<file path="config.mk">
export PLATFORM = sky130hd
export DESIGN_NAME = axi_rr_arb4
export DESIGN_NICKNAME = d
export VERILOG_FILES = /design/src/rtl/axi_rr_arb4.sv
export SDC_FILE = /design/constraint.sdc
export NUM_CORES = 1
export LEC_CHECK = 0
export CAP_MARGIN = 5
export CORE_ASPECT_RATIO = 0.8
export CORE_MARGIN = 2
export CORE_UTILIZATION = 45
export DETAILED_ROUTE_END_ITERATION = 10
export DONT_BUFFER_PORTS = 1
export GPL_TIMING_DRIVEN = 0
export PLACE_DENSITY = 0.62
export SKIP_LAST_GASP = 1
export SYNTH_ARGS = -nofsm -noshare
export SYNTH_HDL_FRONTEND = slang
export SYNTH_SLANG_ARGS = --single-unit
</file>
<file path="constraint.sdc">
create_clock -name clk -period 1.6 [get_ports clk]
set_input_delay 0.16 -clock clk [delete_from_list [all_inputs] [get_ports clk]]
set_output_delay 0.16 -clock clk [all_outputs]
set_load 0.01 [all_outputs]
</file>
<file path="src/rtl/axi_rr_arb4.sv">
// Four-source round-robin burst arbiter driving the select of an external 4:1 payload mux; grant one cycle after request.
// Grant is held for the whole burst until a last-beat handshake; ready/valid pass combinationally between the granted source and downstream.
module axi_rr_arb4 #(
    parameter int CNT_W = 8
) (
    input  logic             clk,
    input  logic             resetn,
    input  logic [3:0]       req_valid,
    input  logic [3:0]       req_last,
    output logic [3:0]       req_ready,
    output logic             m_valid,
    output logic             m_last,
    input  logic             m_ready,
    output logic [1:0]       sel,
    output logic [3:0]       grant,
    output logic             busy,
    output logic [CNT_W-1:0] beat_cnt
);

    typedef enum logic {
        S_IDLE   = 1'b0,
        S_LOCKED = 1'b1
    } state_t;

    state_t           state_q, state_d;
    logic [1:0]       sel_q, sel_d;
    logic [1:0]       ptr_q, ptr_d;
    logic [CNT_W-1:0] cnt_q, cnt_d;
    logic [2:0]       pick;
    logic             beat_done;

    // Returns {found, index}; the lowest offset from ptr wins because it is assigned last.
    function automatic logic [2:0] rr_pick(input logic [3:0] v, input logic [1:0] p);
        logic [2:0] r;
        logic [1:0] idx;
        r = 3'b000;
        for (int k = 3; k >= 0; k--) begin
            idx = p + 2'(k);
            if (v[idx]) r = {1'b1, idx};
        end
        return r;
    endfunction

    assign pick      = rr_pick(req_valid, ptr_q);
    assign busy      = (state_q == S_LOCKED);
    assign grant     = busy ? (4'b0001 << sel_q) : 4'b0000;
    assign m_valid   = busy & req_valid[sel_q];
    assign m_last    = busy & req_last[sel_q];
    assign req_ready = (busy & m_ready) ? grant : 4'b0000;
    assign sel       = sel_q;
    assign beat_cnt  = cnt_q;
    assign beat_done = m_valid & m_ready;

    always_comb begin
        state_d = state_q;
        sel_d   = sel_q;
        ptr_d   = ptr_q;
        cnt_d   = cnt_q;
        case (state_q)
            S_IDLE: begin
                if (pick[2]) begin
                    state_d = S_LOCKED;
                    sel_d   = pick[1:0];
                    cnt_d   = '0;
                end
            end
            S_LOCKED: begin
                if (beat_done) begin
                    if (cnt_q != '1) cnt_d = cnt_q + 1'b1;
                    // The finishing source drops to lowest priority.
                    if (m_last) begin
                        state_d = S_IDLE;
                        ptr_d   = sel_q + 2'd1;
                    end
                end
            end
            default: state_d = S_IDLE;
        endcase
    end

    always_ff @(posedge clk) begin
        if (!resetn) begin
            state_q <= S_IDLE;
            sel_q   <= 2'd0;
            ptr_q   <= 2'd0;
            cnt_q   <= '0;
        end else begin
            state_q <= state_d;
            sel_q   <= sel_d;
            ptr_q   <= ptr_d;
            cnt_q   <= cnt_d;
        end
    end

endmodule

</file>
# == After elaboration in Yosys (flattened, before gate mapping) ==
# Index checks and enable logic that the tools add are counted.
# word_totals
word_cells,53
mem_bits_rw,0
n_memories,0
latch_bits,0
in_bits,11
mem_bits_ro,0
reg_bits,13
out_inout_bits,21
# op_classes
order_cmp,5
n_shift,1
n_eq_ne,4
n_mux,26
n_bitwise,5
n_div,0
n_mul,0
n_addsub,5
n_reduce_logical,3
# op_table
op,n
$mux W8,3
$pmux W8 S2,1
$lt A2 B3 Y1 const B,5
$bmux W1 S2,6
$mux W3,4
$mux W1,9
$add A8 B1 Y8 const B,1
$mux W4,2
$ne A8 B8 Y1 const B,1
$reduce_and A3 Y1,2
$add A2 B1 Y2 const B,2
$add A2 B2 Y2 const B,2
$and A1 B1 Y1,4
$ne A2 B1 Y1 const B,2
$shl A1 B2 Y4 const A,1
$ne A2 B2 Y1 const B,1
$pmux W1 S2,1
$reduce_and A2 Y1,1
$not A1 Y1,1

# == Logic depth before layout (Yosys ltp) ==
# Gate-level depths: netlist of the first run.
# logic_depth
word_depth,9
ltp_mapped,5
depth_no_buf,5

# == Worst setup path before layout of the first run ==
# Ideal clock, no wire load.
# synth_path
path_type,register to register
start,"reg sel_q[1], in the netlist sel[1]"
end,"reg cnt_q[7], in the netlist beat_cnt[7]"
setup_slack_ns,0.046
stages_incl_launch_ff,5
t_arrival_ns,1.463
synth_period_minus_slack_ns,1.554
required_ns,1.509
path_buffers,0
setup_ns,0.091
cell_sequence,dfxtp_1 > mux2_2 > a2bb2oi_2 > o21ai_2 > a311oi_1
# synth_between
elab_chain_len,6
# synth_rtl
item,line,source
"start, declared",26,"logic [1:0] sel_q, sel_d;"
"start signal, assigned",89,sel_q <= sel_d;
$bmux W1 S2,47,assign m_valid = busy & req_valid[sel_q];
$mux W1 (not written as such),47,
$and A1 B1 Y1,47,
$and A1 B1 Y1,52,assign beat_done = m_valid & m_ready;
$ne A2 B1 Y1 (no source line),n/a,
$reduce_and A3 Y1 (no source line),n/a,
"end signal, assigned",91,cnt_q <= cnt_d;
"end, declared",28,"logic [CNT_W-1:0] cnt_q, cnt_d;"
# Every way passes these cells. The select of a mux whose other input is x is not followed.
# A chain may end at the register's enable or synchronous reset.

# == Worst setup path in the final report of the first run ==
# layout_path
start,"reg sel_q[0], in the netlist sel[0]"
end,out m_last
# layout_between
elab_chain_len,3
# layout_rtl
item,line,source
$bmux W1 S2,48,assign m_last = busy & req_last[sel_q];
$mux W1 (not written as such),48,
$and A1 B1 Y1,48,
"end, declared",12,"output logic m_last,"
# Every way passes these cells. The select of a mux whose other input is x is not followed.

==> results.toml, run 1 <==
[layout]
final_cell_mix = "nand2_1, and3_1, nand3_1, a21oi_1, dfxtp_1"
fin_util_pct = 56.88
drive_above_1_share_pct = 20.34
n_antenna_cell = 0
fin_nets = 135
final_common_cell = "nand2_1"
area_growth_pct = 18.99

[detailed_routing]
drt.antenna.violating_nets = 0
num_vias = 912
viasPerCell = 6.423
routed_wirelength_mm = 2.397
dr.first_iter.drc_count = 27
route.detailed.drc = 0
wire_per_inst_um = 16.88
firstDrtPassIters = 4

[power]
power-per-cell-area_nw_per_um2 = 664.4
p_leak_nw = 0.3934
vdd_drop_max_uv = 405.0

[worst_setup_path]
arrival_ns = 1.41
required_ns = 1.44
slowest_stage = "mux4_2"
path_cells = "mux4_2 > and2_1"
critPathMaxStageDelay_ns = 0.52
cp_top_family = "multiplexers"
crit_path_start_kind = "register"
criticalPathCategory = "register to primary output"
path_buf_inv = 0
end_kind = "primary output"
path_max_fanout = 7

[floorplanning]
dieArea_um2 = 2366
die_w_um = 53.89
die_h_um = 43.91
core_area_um2 = 1874
pin_count = 32
rows = 14
initial_core_util_pct = 47.80

[sta]
setup_viol = 0
min_period_over_period_pct = 98.33
min_period_ns = 1.573
skew_ns = 0.002916
hold_viol = 0
finalMaxSlewViolations = 0
fmax_mhz = 635.6
worst_pin_slew_ns = 0.4804
whs_ns = 0.01567
relSlewSlack_pct = 67.68

[logic_synthesis]
syn_inst = 109
syn-num-nets = 125
synthDistinctLibCells = 31
synth_area_per_cell_um2 = 8.219
synth-seq-area-share_pct = 29.05
synth-seq-cells = 13
syn_area_um2 = 895.9
synth_warnings = 0

[place]
hpwl_mm = 1.584
port_buffers = 0
gp_congestion = 0.8043

[cts]
cts_buffers = 3
clock_latency_ns = 0.28
root_buffer = "clkbuf_4"
cts_tree = "built"
cts_num_sinks = 13
cts_buffer_depth = 2
clkTransAtPathRegs_ns = 0.08
cts_max_level = 1

[grt]
overflow = 0
grt_max_degree = 11
grt_pass1_wl_mm = 3.657
first_global_vias = 776
antenna_found_initial = 0
grtUsageTotal_pct = 21.59

[outcome]
status = "completed"

[worst_hold_path]
hold_class = "input pin to register"

[run]
drv_cap = 0
-- metrics by stage --
stage,area (um2),cells,setup slack [ns],TNS (ns),power [mW]
3_3_place_gp,925.9,133,-0.2275,-1.176,0.4746
2_1_floorplan,895.9,109,0.04564,0,0.4499
4_1_cts,1013,138,-0.04890,-0.04890,0.6974
3_5_place_dp,925.9,133,-0.2317,-1.258,0.4759
6_report,1066,142,0.02670,0,0.7082
5_1_grt,1066,142,-0.006104,-0.006104,0.7407
-- state kept, by name (all words and copies together), names as in the netlist --
name and cells:
sel 2, busy 1, ptr_q 2, beat_cnt 8
-- cell type report --
| cell class | instances | area, um2 |
|---|---|---|
| Multi-Input combinational cell | 88 | 664.4 |
| Clock buffer | 4 | 26.28 |
| Tap cell | 24 | 30.03 |
| Timing Repair Buffer | 5 | 37.54 |
| Inverter | 5 | 18.77 |
| Sequential cell | 13 | 276.5 |
| Fill cell | 177 | 808.3 |
| Buffer | 3 | 12.51 |
-- cell usage after synthesis --
master | number | share of area, %
dfxtp_1 | 13 | 29
nand2_1 | 11 | 4.6
a21oi_1 | 8 | 4.5
and3_1 | 8 | 5.6
nand3_1 | 8 | 4.5
o21ai_0 | 6 | 3.4
and2_1 | 5 | 3.5
ha_1 | 5 | 7.0
inv_1 | 5 | 2.1
a311oi_1 | 4 | 3.9
nor2_1 | 4 | 1.7
a31oi_1 | 3 | 2.1
clkbuf_1 | 3 | 1.3
mux2i_1 | 3 | 3.4
a41oi_1 | 2 | 2.0
nand4_1 | 2 | 1.4
nor3b_1 | 2 | 1.7
o21a_1 | 2 | 1.7
o221ai_1 | 2 | 2.0
or4_1 | 2 | 1.7
a2bb2oi_2 | 1 | 1.7
and3b_1 | 1 | 0.98
mux2_2 | 1 | 1.3
mux4_2 | 1 | 2.5
nand2b_1 | 1 | 0.70
nor4_1 | 1 | 0.70
o211a_1 | 1 | 1.1
o21ai_2 | 1 | 0.98
o2bb2ai_2 | 1 | 1.7
or2_2 | 1 | 0.70
or2_4 | 1 | 0.98
-- logic make-up (layout without fill, tap and decap cells) --
logic type / count (synthesis) / after routing / synth area share [%]
mux: 5 / 5 / 7.123
buf+inv: 8 / 17 / 3.352
compound gates: 31 / 31 / 24.86
fa+ha+maj: 5 / 5 / 6.983
simple gates: 47 / 47 / 28.63
flops: 13 / 13 / 29.05
-- power by group --
group          switching [mW]  internal (mW)
Sequential             0.0222          0.329
Clock                   0.112         0.0967
Combinational          0.0822         0.0662
Total                   0.216          0.492
-- worst reg2reg max path, delay by kind of cell, from the launching register on --
kind / cells / cell delay [ns]
buffers and inverters: 1 / 0.15
AOI/OAI and AO/OA: 3 / 0.67
muxes: 1 / 0.22
DFF: 1 / 0.41
-- final timing paths --
kind,slack (ns),from,cells past startpoint,end
setup / recovery,0.03,sel[0]$_SDFFE_PN0P_,2,m_last
setup reg to reg,0.07,sel[1]$_SDFFE_PN0P_,5,beat_cnt[3]$_SDFFE_PN0P_
hold reg to reg,0.53,ptr_q[0]$_SDFFE_PN0P_,2,ptr_q[0]$_SDFFE_PN0P_
hold / removal,0.02,resetn,2,beat_cnt[0]$_SDFFE_PN0P_
-- routing by layer --
metal,routed length [um],up-vias,GRT usage (%)
met3,206,2,9.310
met5,0,-,0
met2,1066,47,27.56
li1,-,438,-
met4,11,0,6.667
met1,1113,425,32.06
-- timing repair --
| item | in CTS | in global routing |
|---|---|---|
| hold buffers | 1 | 0 |
| endpoints found under the setup margin | 16 | 8 |
| setup buffers | 0 | 4 |
| pin swaps | 1 | 2 |
| gates resized for setup | 12 | 8 |
| endpoints found under the hold margin | 1 | 0 |
(Power assumes the default switching activity.)
==> run 2: changes to the inputs <==
- CELL_PAD_IN_SITES_DETAIL_PLACEMENT: default -> 1
- CELL_PAD_IN_SITES_GLOBAL_PLACEMENT: default -> 1
- CORE_ASPECT_RATIO: 0.8 -> default
- CORE_UTILIZATION: 45 -> 43
- PLACE_DENSITY: 0.62 -> 0.78
==> run 2 against run 1 <==
  * Via count rose by 2.1%
  * Fmax rose by 0.18%
  * Critical path depth did not move
  * Cell count rose by 1.4%
  * Global-route usage rose by 0.32 points
  * Largest cell class unchanged
==> results.toml, run 2 (synthesized netlist as in run 1, its figures left out) <==
[run]
drv_cap = 0

[sta]
finalMaxSlewViolations = 0
rsz0062_at_grt = "true"
whs_ns = 0.01871
min_period_ns = 1.570
tns_ns = 0
skew_ns = 0.005091
setup_viol = 0
hold_viol = 0
worst_pin_slew_ns = 0.5315
fmax_mhz = 636.8
relSlewSlack_pct = 64.56
min_period_over_period_pct = 98.15

[worst_hold_path]
hold_class = "input pin to register"

[place]
placed_cells = 136
port_buffers = 0
hpwl_mm = 1.813
gp_congestion = 0.7826

[cts]
cts_tree = "built"
cts_max_level = 1
cts_buffers = 3
root_buffer = "clkbuf_4"
clock_latency_ns = 0.28
cts_num_sinks = 13
clkTransAtPathRegs_ns = 0.08
cts_buffer_depth = 2

[detailed_routing]
wire_per_inst_um = 18.80
routed_wirelength_mm = 2.707
num_vias = 931
drt.antenna.violating_nets = 0
firstDrtPassIters = 4
route.detailed.drc = 0
dr.first_iter.drc_count = 2
viasPerCell = 6.465

[layout]
fin_util_pct = 55.36
area_growth_pct = 21.23
fin_nets = 134
final_common_cell = "nand2_1"
largest_reg_flops = 8
final_cell_mix = "nand2_1, and3_1, a21oi_1, dfxtp_1, nand3_1"
n_antenna_cell = 0
final_cells = 144
drive_above_1_share_pct = 20.51

[floorplanning]
initial_core_util_pct = 45.66
core_area_um2 = 1962
dieArea_um2 = 2465
pin_count = 32
rows = 16
die_h_um = 49.65
die_w_um = 49.65

[worst_setup_path]
path_max_fanout = 7
startpoint = "sel[0]$_SDFFE_PN0P_"
crit_path_start_kind = "register"
reg2regPathDepth = 5
criticalPathCategory = "register to primary output"
critPathMaxStageDelay_ns = 0.53
cp_top_family = "multiplexers"
path_buf_inv = 0
path_depth = 2
end_kind = "primary output"
ff2ff_setup_slack_ns = 0.08
arrival_ns = 1.41
endpoint = "m_last"
timing.rr.end = "ptr_q[1]$_SDFFE_PN0P_"
slowest_stage = "mux4_2"
worstReg2RegStart = "sel[0]$_SDFFE_PN0P_"
path_cells = "mux4_2 > and2_4"
required_ns = 1.44

[power]
p_int_uw = 495.9
clockPowerShare_pct = 29.4
power-per-cell-area_nw_per_um2 = 661.3
switching_share_pct = 30.96
total_power_uw = 718.2
p_seq_share_pct = 48.8
p_comb_share_pct = 21.8
vdd_drop_max_uv = 437.8
p_leak_nw = 0.3926
netSwitchingPower_uw = 222.4

[outcome]
status = "completed"

[grt]
antenna_found_initial = 0
overflow = 0
grt_max_degree = 11
grtUsageTotal_pct = 21.91
grt_pass1_wl_mm = 4.160
first_global_vias = 963
[run 2: cell count changes in the layout (fill, tap and decap cells not counted), sizes merged]
cell    change
clkbuf      -1
[run 2: worst min-delay path by stage]
stage	endpoint	from	cells after the start
2_1_floorplan	beat_cnt[2]$_SDFFE_PN0P_	resetn	1
3_3_place_gp	beat_cnt[2]$_SDFFE_PN0P_	resetn	1
3_5_place_dp	beat_cnt[2]$_SDFFE_PN0P_	resetn	1
4_1_cts	beat_cnt[0]$_SDFFE_PN0P_	resetn	2
5_1_grt	beat_cnt[0]$_SDFFE_PN0P_	resetn	2
6_report	beat_cnt[0]$_SDFFE_PN0P_	resetn	2
[run 2: final cells by class]
class                           count  area [um2]
Fill cell                         243       875.8
Timing Repair Buffer                4       41.29
Multi-Input combinational cell     88       676.9
Tap cell                           27       33.78
Sequential cell                    13       276.5
Buffer                              3       12.51
Inverter                            5       18.77
Clock buffer                        4       26.28
[run 2: what timing repair did]
item / in CTS / in global routing
buffers inserted: 1 / 2
hold buffers: 1 / 0
endpoints found under the hold margin: 1 / 0
endpoints found under the setup margin: 17 / 16
gates resized for setup: 12 / 10
pin swaps: 0 / 1
[run 2: power groups by stage]
| stage | Combinational, mW | Sequential [mW] | Clock [mW] |
|---|---|---|---|
| 2_1_floorplan | 0.0950 | 0.355 | 0 |
| 3_3_place_gp | 0.114 | 0.361 | 0 |
| 3_5_place_dp | 0.119 | 0.361 | 0 |
| 4_1_cts | 0.136 | 0.352 | 0.211 |
| 5_1_grt | 0.171 | 0.353 | 0.235 |
| 6_report | 0.157 | 0.351 | 0.211 |
[run 2: worst register-to-register path, delay by kind of cell, from the launching register on]
kind | cells | cell delay [ns]
AO/OA/AOI/OAI | 2 | 0.27
multiplexers | 1 | 0.53
flip-flops | 1 | 0.41
buffers and inverters | 2 | 0.25
[run 2: layer usage]
metal	share of wire, %	global-route usage, %	vias up
li1	-	-	431
met4	1.8	10.19	0
met5	0	0	-
met3	5.7	6.364	5
met1	42	22.74	465
met2	50	40.00	30
[run 2: metrics by stage]
stage | setup WS, ns | cell area [um2]
2_1_floorplan | 0.04564 | 895.9
3_3_place_gp | -0.1837 | 929.6
3_5_place_dp | -0.2578 | 929.6
4_1_cts | -0.03237 | 1015
5_1_grt | -0.05480 | 1086
6_report | 0.02956 | 1086
==> run 3: changes to the inputs <==
- SETUP_SLACK_MARGIN: default -> 0.5
==> run 3 against run 2 <==
  * Global-route usage rose by 3.3 points
  * Fmax rose by 2.2%
  * First-iteration DRC count rose to 12 times the previous value
  * Register-to-register slack improved by 0.02 ns
  * Die area did not move
  * Largest power group unchanged
  * Sequential cell count did not move
  * Critical path type unchanged
  * Cell area rose by 7.8%
  * Clock skew rose by 0.0054 ns
  * Clock-buffer cell count did not move
  * Total power rose by 3.0%
  * Sequential power barely moved
==> results.toml, run 3 (synthesized netlist as in run 1, its figures left out) <==
[sta]
whs_ns = 0.02066
finalWorstSetupSlack_ns = 0.06274
fmax_mhz = 650.5
finalMaxSlewViolations = 0
worst_pin_slew_ns = 0.5795
min_period_over_period_pct = 96.08
min_period_ns = 1.537
tns_ns = 0
hold_viol = 0
relSlewSlack_pct = 61.37
skew_ns = 0.01051
setup_viol = 0
rsz0062_at_grt = "true"

[layout]
design_area_um2 = 1171
multi_input_area_um2 = 738.2
n_antenna_cell = 0
regArea_um2 = 282.8
drive_above_1_share_pct = 35.29
area_growth_pct = 30.73
fin_nets = 136
fin_util_pct = 59.69
final_cell_mix = "nand2_1, and3_1, a21oi_1, dfxtp_1"
nFillCells = 240
final_common_cell = "nand2_1"
largest_reg_flops = 8

[cts]
clock_latency_ns = 0.28
cts_max_level = 1
cts_num_sinks = 13
cts_buffer_depth = 2
root_buffer = "clkbuf_4"
cts_tree = "built"
clkTransAtPathRegs_ns = 0.08
cts_buffers = 3

[worst_setup_path]
end_kind = "primary output"
required_ns = 1.44
cp_top_family = "multiplexers"
path_cells = "mux4_2 > and2_4"
critPathMaxStageDelay_ns = 0.53
criticalPathCategory = "register to primary output"
slowest_stage = "mux4_2"
arrival_ns = 1.38
path_buf_inv = 0
crit_path_start_kind = "register"
path_max_fanout = 7

[floorplanning]
die_h_um = 49.65
rows = 16
pin_count = 32
dieArea_um2 = 2465
core_area_um2 = 1962
initial_core_util_pct = 45.66
die_w_um = 49.65

[place]
gp_congestion = 0.7708
hpwl_mm = 1.959
preCtsSetupSlack_ns = 0.06187
port_buffers = 0
place_area_um2 = 1008

[detailed_routing]
viasPerCell = 6.281
firstDrtPassIters = 4
routed_wirelength_mm = 2.875
route.detailed.drc = 0
drt.antenna.violating_nets = 0
wire_per_inst_um = 19.69
num_vias = 917
dr.first_iter.drc_count = 23

[grt]
grt_pass1_wl_mm = 4.705
grtUsageTotal_pct = 25.22
antenna_found_initial = 0
grt_max_degree = 11
overflow = 0
first_global_vias = 951

[worst_hold_path]
hold_class = "input pin to register"

[power]
power-per-cell-area_nw_per_um2 = 631.4
vdd_drop_max_uv = 548.7
p_leak_nw = 0.4055

[run]
drv_cap = 0

[outcome]
status = "completed"
run 3: changes by cell type in the layout (fill, tap and decap cells not counted), moves of 2 or more:
cell and change:
o21ai_0 -3, o21ai_1 +3, a311oi_1 -2, a311oi_2 +2, buf_6 +2, clkbuf_4 +2, dfxtp_4 +2, inv_1 -2
inv_2 +2, o221ai_1 -2, o221ai_2 +2
run 3: area by class of cell:
cell class,instances,area share (%)
plain buffers,3,1.603
multi-input cells,88,63.03
well taps,27,2.885
repair buffers,6,4.487
clock buffers,4,2.244
flip-flops and latches,13,24.15
inverters,5,1.603
run 3: what timing repair did:
| item | in CTS | in global routing |
|---|---|---|
| hold buffers | 1 | 0 |
| buffers inserted | 5 | 0 |
| hold endpoints to repair | 1 | 0 |
| resized for setup | 18 | 7 |
| endpoints found under the setup margin | 23 | 23 |
| cloned | 0 | 0 |
| pin swaps | 3 | 4 |
run 3: through the flow:
| step | instances | total power [mW] |
|---|---|---|
| after global routing | 146 | 0.7745 |
| after floorplan | 109 | 0.4631 |
| final | 146 | 0.7394 |
| after global placement | 136 | 0.4882 |
| after detailed placement | 136 | 0.4956 |
| after CTS | 146 | 0.7315 |
run 3: worst paths after layout:
check	endpoint	slack, ns	cells past startpoint	from
min	beat_cnt[0]$_SDFFE_PN0P_	0.02	2	resetn
min reg2reg	beat_cnt[1]$_SDFFE_PN0P_	0.54	2	beat_cnt[1]$_SDFFE_PN0P_
max	m_last	0.06	2	sel[0]$_SDFFE_PN0P_
max reg2reg	beat_cnt[3]$_SDFFE_PN0P_	0.10	4	sel[1]$_SDFFE_PN0P_
run 3: worst register-to-register path: cells and delay by family (launching register included):
kind	cells	cell delay, ns
flops	1	0.44
mux	1	0.34
compound gates	3	0.64
run 3: where the power goes:
part           internal, mW  switching, mW  total (mW)  leakage [nW]
clock network        0.0966          0.114       0.210        0.0150
registers             0.327         0.0229       0.350         0.110
logic                0.0805         0.0987       0.179         0.281
total                 0.504          0.235       0.739         0.405
run 3: per-layer routing:
metal | part of all wire [%] | vias up | track usage, %
li1 | - | 435 | -
met1 | 39 | 453 | 29.20
met2 | 55 | 27 | 46.22
met3 | 5.4 | 2 | 5.455
met4 | 0.77 | 0 | 6.944
met5 | 0 | - | 0
